==> config.mk <==
export PLATFORM = sky130hd
export DESIGN_NAME = ddr_cmd_issuer
export DESIGN_NICKNAME = d
export VERILOG_FILES = /design/src/rtl/ddr_cmd_issuer.sv
export SDC_FILE = /design/constraint.sdc
export NUM_CORES = 1
export LEC_CHECK = 0
export BUFFER_PORTS_ARGS = -buffer_cell sky130_fd_sc_hd__buf_4
export CORE_ASPECT_RATIO = 1.1
export CORE_UTILIZATION = 55
export CTS_CLUSTER_SIZE = 14
export DETAILED_ROUTE_END_ITERATION = 8
export PLACE_DENSITY = 0.75
export SLEW_MARGIN = 20
export SYNTH_ARGS = -nofsm -noshare
export SYNTH_HDL_FRONTEND = slang
export SYNTH_SLANG_ARGS = --single-unit
==> constraint.sdc <==
create_clock -name CK_t -period 2.65 [get_ports CK_t]
set_input_delay 0.1325 -clock CK_t [delete_from_list [all_inputs] [get_ports CK_t]]
set_output_delay 0.1325 -clock CK_t [all_outputs]
set_load 0.02 [all_outputs]
==> src/rtl/ddr_cmd_issuer.sv <==
// DDR4 command issue stage: timing-checked request acceptance, open-bank tracking, registered C/A pins.
// Optional feature macro: AUTO_PRECHARGE_EN (RD/WR auto-precharge through req_ap).
module ddr_cmd_issuer #(
  parameter int unsigned T_RCD = 4,
  parameter int unsigned T_RP  = 4,
  parameter int unsigned T_CCD = 4,
  parameter int unsigned T_RFC = 16
) (
  input  logic        CK_t,
  input  logic        reset_n,
  input  logic        req_valid,
  output logic        req_ready,
  input  logic [2:0]  req_cmd,
  input  logic [1:0]  req_bg,
  input  logic [1:0]  req_ba,
  input  logic [16:0] req_row,
  input  logic [9:0]  req_col,
  input  logic        req_ap,
  output logic        cs_n,
  output logic        act_n,
  output logic        RAS_n_A16,
  output logic        CAS_n_A15,
  output logic        WE_n_A14,
  output logic        A13,
  output logic        A12_BC_n,
  output logic        A11,
  output logic        A10_AP,
  output logic [9:0]  A9_A0,
  output logic [1:0]  bg_addr,
  output logic [1:0]  ba_addr,
  output logic        cmd_rdy,
  output logic        cmd_err
);

  localparam int unsigned CNT_W = $clog2(T_RFC + T_CCD + T_RP + T_RCD) + 1;

  localparam logic [2:0] CMD_NOP = 3'd0;
  localparam logic [2:0] CMD_ACT = 3'd1;
  localparam logic [2:0] CMD_RD  = 3'd2;
  localparam logic [2:0] CMD_WR  = 3'd3;
  localparam logic [2:0] CMD_PRE = 3'd4;
  localparam logic [2:0] CMD_REF = 3'd5;

  typedef struct packed {
    logic       cs_n;
    logic       act_n;
    logic       ras_n;
    logic       cas_n;
    logic       we_n;
    logic       a13;
    logic       a12;
    logic       a11;
    logic       a10;
    logic [9:0] a9_0;
    logic [1:0] bg;
    logic [1:0] ba;
  } pins_t;

  localparam pins_t PINS_NOP = pins_t'({5'b11111, 18'd0});

  pins_t            r_pins;
  logic             r_cmd_rdy;
  logic             r_cmd_err;
  logic [CNT_W-1:0] r_rcd_cnt;
  logic [CNT_W-1:0] r_rp_cnt;
  logic [CNT_W-1:0] r_ccd_cnt;
  logic [CNT_W-1:0] r_rfc_cnt;
  logic [15:0]      r_open;

  pins_t            w_pins_nxt;
  logic             w_rdy_nxt;
  logic             w_err_nxt;
  logic [CNT_W-1:0] w_rcd_nxt;
  logic [CNT_W-1:0] w_rp_nxt;
  logic [CNT_W-1:0] w_ccd_nxt;
  logic [CNT_W-1:0] w_rfc_nxt;
  logic [15:0]      w_open_nxt;
  logic [3:0]       w_bank;
  logic             w_bank_open;
  logic             w_timing_ok;
  logic             w_accept;
  logic             w_ap;

  function automatic logic [CNT_W-1:0] sat_dec(input logic [CNT_W-1:0] c);
    return (c == '0) ? '0 : c - CNT_W'(1);
  endfunction

`ifdef AUTO_PRECHARGE_EN
  assign w_ap = req_ap;
`else
  logic w_unused_ap;
  assign w_unused_ap = req_ap;
  assign w_ap        = 1'b0;
`endif

  assign w_bank      = {req_bg, req_ba};
  assign w_bank_open = r_open[w_bank];

  // Spacing rule for the command currently presented
  always_comb begin
    w_timing_ok = 1'b1;
    case (req_cmd)
      CMD_ACT, CMD_REF: w_timing_ok = (r_rp_cnt == '0);
      CMD_RD, CMD_WR:   w_timing_ok = (r_rcd_cnt == '0) && (r_ccd_cnt == '0);
      default:          w_timing_ok = 1'b1;
    endcase
  end

  assign req_ready = reset_n && (r_rfc_cnt == '0) && w_timing_ok;
  assign w_accept  = req_valid && req_ready;

  // Decode the accepted request into next pin state, counter loads and bank updates
  always_comb begin
    w_pins_nxt = PINS_NOP;
    w_rdy_nxt  = 1'b0;
    w_err_nxt  = 1'b0;
    w_rcd_nxt  = sat_dec(r_rcd_cnt);
    w_rp_nxt   = sat_dec(r_rp_cnt);
    w_ccd_nxt  = sat_dec(r_ccd_cnt);
    w_rfc_nxt  = sat_dec(r_rfc_cnt);
    w_open_nxt = r_open;
    if (w_accept) begin
      case (req_cmd)
        CMD_NOP: w_err_nxt = 1'b0;
        CMD_ACT: begin
          if (w_bank_open) begin
            w_err_nxt = 1'b1;
          end else begin
            w_pins_nxt.cs_n   = 1'b0;
            w_pins_nxt.act_n  = 1'b0;
            w_pins_nxt.ras_n  = req_row[16];
            w_pins_nxt.cas_n  = req_row[15];
            w_pins_nxt.we_n   = req_row[14];
            w_pins_nxt.a13    = req_row[13];
            w_pins_nxt.a12    = req_row[12];
            w_pins_nxt.a11    = req_row[11];
            w_pins_nxt.a10    = req_row[10];
            w_pins_nxt.a9_0   = req_row[9:0];
            w_pins_nxt.bg     = req_bg;
            w_pins_nxt.ba     = req_ba;
            w_rdy_nxt         = 1'b1;
            w_open_nxt[w_bank] = 1'b1;
            w_rcd_nxt         = CNT_W'(T_RCD - 1);
          end
        end
        CMD_RD, CMD_WR: begin
          if (!w_bank_open) begin
            w_err_nxt = 1'b1;
          end else begin
            w_pins_nxt.cs_n  = 1'b0;
            w_pins_nxt.ras_n = 1'b1;
            w_pins_nxt.cas_n = 1'b0;
            w_pins_nxt.we_n  = (req_cmd == CMD_RD);
            w_pins_nxt.a12   = 1'b1;
            w_pins_nxt.a10   = w_ap;
            w_pins_nxt.a9_0  = req_col;
            w_pins_nxt.bg    = req_bg;
            w_pins_nxt.ba    = req_ba;
            w_rdy_nxt        = 1'b1;
            w_ccd_nxt        = CNT_W'(T_CCD - 1);
            // Implicit precharge closes the bank and holds off the next ACT
            if (w_ap) begin
              w_open_nxt[w_bank] = 1'b0;
              w_rp_nxt           = CNT_W'(T_CCD + T_RP - 1);
            end
          end
        end
        CMD_PRE: begin
          w_pins_nxt.cs_n    = 1'b0;
          w_pins_nxt.ras_n   = 1'b0;
          w_pins_nxt.we_n    = 1'b0;
          w_pins_nxt.bg      = req_bg;
          w_pins_nxt.ba      = req_ba;
          w_rdy_nxt          = 1'b1;
          w_open_nxt[w_bank] = 1'b0;
          w_rp_nxt           = CNT_W'(T_RP - 1);
        end
        CMD_REF: begin
          if (r_open != '0) begin
            w_err_nxt = 1'b1;
          end else begin
            w_pins_nxt.cs_n  = 1'b0;
            w_pins_nxt.ras_n = 1'b0;
            w_pins_nxt.cas_n = 1'b0;
            w_rdy_nxt        = 1'b1;
            w_rfc_nxt        = CNT_W'(T_RFC - 1);
          end
        end
        default: w_err_nxt = 1'b1;
      endcase
    end
  end

  always_ff @(posedge CK_t or negedge reset_n) begin
    if (!reset_n) begin
      r_pins    <= PINS_NOP;
      r_cmd_rdy <= 1'b0;
      r_cmd_err <= 1'b0;
      r_rcd_cnt <= '0;
      r_rp_cnt  <= '0;
      r_ccd_cnt <= '0;
      r_rfc_cnt <= '0;
      r_open    <= '0;
    end else begin
      r_pins    <= w_pins_nxt;
      r_cmd_rdy <= w_rdy_nxt;
      r_cmd_err <= w_err_nxt;
      r_rcd_cnt <= w_rcd_nxt;
      r_rp_cnt  <= w_rp_nxt;
      r_ccd_cnt <= w_ccd_nxt;
      r_rfc_cnt <= w_rfc_nxt;
      r_open    <= w_open_nxt;
    end
  end

  assign cs_n      = r_pins.cs_n;
  assign act_n     = r_pins.act_n;
  assign RAS_n_A16 = r_pins.ras_n;
  assign CAS_n_A15 = r_pins.cas_n;
  assign WE_n_A14  = r_pins.we_n;
  assign A13       = r_pins.a13;
  assign A12_BC_n  = r_pins.a12;
  assign A11       = r_pins.a11;
  assign A10_AP    = r_pins.a10;
  assign A9_A0     = r_pins.a9_0;
  assign bg_addr   = r_pins.bg;
  assign ba_addr   = r_pins.ba;
  assign cmd_rdy   = r_cmd_rdy;
  assign cmd_err   = r_cmd_err;

endmodule

==> results.md <==
* Status: complete, no violations
* Global-route wire length before repair at 12.4 mm
* WP data required at 2.91 ns
* Initial antenna violation count at 0
* CTS tree: done
* Library cells used by synthesis at 51
* Mapped Cells at 323
* Max Root-Sink Buffers at 2
* Worst Setup End Kind: register
* Final ANT Viol Nets at 0
* Post-Synth Adder-Cell Area at 2.20%
* Clock Latency Late Sink at 0.35 ns
* Synthesis-stage register bit count at 65
* Area leader, netlist: dfrtp_1
* Area Growth Syn to Fin at 21.4%
* Vias in the first global route at 2553
* Final nets at 433
* Sequential Area at 0.00163 mm^2
* Synthesis Warnings at 0
* DRC Markers at 0
* Most common cell after layout, fill and taps aside: buf_4
* Register-to-Register Path Depth at 8
* Pwr dens at 735 mW/mm^2
* Net load switching power at 0.000981 W
* Largest stage delay on the critical path at 0.44 ns
* Die X-Extent at 77.1 um
* Post-layout minimum cycle time at 2.45 ns
* Post-synthesis sequential area ratio at 47.8%
* Site Rows at 29
* Via count of the routed design at 2719
* Int Pwr at 0.00206 W
* Clock-pin slew on the worst setup and hold paths at 0.08 ns
* Clk pwr share at 28.4%
* Clock Skew at 0.0109 ns
* Synth async-reset ratio at 100%
* DIE AREA at 0.00653 mm^2
* Boundary pin count at 64
* Clock sinks at 65
* H-tree levels at 3
* Area occupied by multi-input gates at 0.00164 mm^2
* Rel. slew slack at 46.7%
* Worst slew pin tran at 0.800 ns
* Final TNS setup at 0 ns
* Leakage power at 1.90 nW
* Peak supply drop at 0.486 mV
* Metal-1 WL at 3.40 mm
* Placer Congestion at 0.909
* WL final at 7.61 mm
* Metal3 WL at 360 um
* Die height at 84.6 um
* Tot GR Track Use at 24.6%
* Xor/xnor cell area share of the yosys netlist at 2.31%
* Max Used Layer: met4
* Setup CP Type: register to register
* Root Buffer: clkbuf_8
* Final setup fails at 0
* Mapped cell area at 0.00341 mm^2
* Max Slew Vio Count at 0
* Core Area at 0.00588 mm^2
* Sw Ratio at 32.2%
* Syn Area/Cell at 10.6 um^2
* Reg power frac at 45.0%
* Cts hold-fix bufs at 0
* CP Launch Type: register
* # Max-Cap Violations at 0
* Share of cells above drive strength 1 at 27.2%
* Syn_nets at 367
* RSZ-0062 raised after global routing: false
* FILL cells at 443
* Top_reg_cell synth: dfrtp_1
* # diodes at 0
* Placed insts at 454
* Pin count of the biggest net entering global routing at 67
* Area contributors post-synth: dfrtp_1 44%, dfstp_2 3.8%, mux2i_1 3.5%
* Worst Hold Class: primary input to async pin
* DR pass1 iterations at 4
* Drt wl/cell at 16.2 um
* Final hold violation count at 0
* Worst-path fanout max at 15
* Total gr overflow at 0
* CTS buffer count at 9
* Largest family of logic cells by synthesized area: simple AND/OR/NAND/NOR gates
* DP HPWL at 5.46 mm
* Arrival @ worst endpoint at 2.71 ns
* Mux cell area share after synthesis at 9.23%
* Commonest non-fill, non-tap cells in the layout: 71 x buf_4, 60 x dfrtp_1, 30 x nor2_1, 17 x nand2_1, 14 x nor3_1
* DR WL met2 at 3.70 mm
* First DRT Iteration DRCs at 176
* Fin crit share at 92.5%
* Synth Area in Compound Gates at 15.1%
* Final std cells w/o fill at 471
* Hold slack final at 0.00479 ns
* CP Cell Sequence: inv_1 -> ha_1 -> nor4b_2 -> nand4_1 -> a211o_1 -> buf_4 -> nor4_1 -> a2bb2oi_1
* Total power draw at 0.00305 W
* Slowest cell on crit path: a211o_1
* Vias/cell at 5.77
* Number of enable flip-flop cells after synthesis at 0
* Combinational group share of total power at 26.6%
* Synth Area in Simple Gates at 18.9%
* Initial Util at 58.1%
* F_max at 408 MHz
* Yosys top cell area share at 44.0%
* PortBufs at 62
-- final cells by class --
| class | count | share of cell area, % |
|---|---|---|
| clock inverters | 4 | 1.24 |
| multi-input cells | 231 | 39.5 |
| flip-flops and latches | 65 | 39.4 |
| clock buffers | 12 | 3.74 |
| inverters | 11 | 0.996 |
| repair buffers | 71 | 12.9 |
| well taps | 77 | 2.32 |
-- cell families (layout without fill, tap and decap cells) --
kind of cell / count (synthesis) / in the layout
simple gates: 122 / 122
compound gates: 69 / 69
flops: 65 / 65
buf+inv: 27 / 98
mux: 25 / 25
xor+xnor: 9 / 9
fa+ha+maj: 6 / 6
-- per-layer routing --
layer  GRT usage, %  vias up
met3           4.57       13
met4           11.0        0
li1               -     1329
met1           32.0     1308
met5              0        -
met2           40.1       69
-- per-stage QoR --
stage	cell area (um^2)	setup slack [ns]	utilization [%]
final	4150	0.199	70.5
after global routing	4150	0.0171	70.5
after CTS	4130	0.0955	70.3
after detailed placement	3930	0.158	66.8
after global placement	3930	0.223	66.8
after floorplan	3410	0.426	-
-- cell usage after synthesis, drive strengths merged, types with 5 or more instances --
master   n
a21oi   12
a22oi   11
and2    11
buf     10
clkbuf   6
dfrtp   60
dfstp    5
ha       6
inv     11
mux2     9
mux2i   12
nand2   17
nand2b   8
nor2    30
nor2b    7
nor3    14
nor4    13
o21ai   12
o22a     8
xnor2    8
-- worst max-delay path: cells and delay by family (launching register included) --
kind            cells  cell delay (ns)
simple gates        3             0.83
compound gates      2             0.64
fa+ha+maj           1             0.17
buf+inv             2             0.33
flops               1             0.41
-- final timing paths --
kind | from | end | slack (ns)
max | r_rcd_cnt[0] | register | 0.20
min | reset_n | r_rcd_cnt[1] | 0.005
max reg2reg | r_rcd_cnt[0] | register | 0.20
min reg2reg | r_rfc_cnt[5] | r_rfc_cnt[5] | 0.50
max in group asynchronous | reset_n | async pin | 2.11
min in group CK_t | req_row[13] | A13 | 0.01
-- repair_timing --
item                       in CTS  in global routing
setup endpoints to repair       0                 11
gates resized for setup         0                  1
setup buffers                   0                  1
-- power by group through the flow --
| stage | logic, W | registers, W | clock network [W] |
|---|---|---|---|
| final | 0.000809 | 0.00137 | 0.000866 |
| after global routing | 0.000925 | 0.00139 | 0.000923 |
| after CTS | 0.000809 | 0.00136 | 0.000885 |
| after detailed placement | 0.000804 | 0.00138 | 0 |
| after global placement | 0.000751 | 0.00137 | 0 |
| after floorplan | 0.000597 | 0.00134 | 0 |
Power figures use the tool's default switching activity.
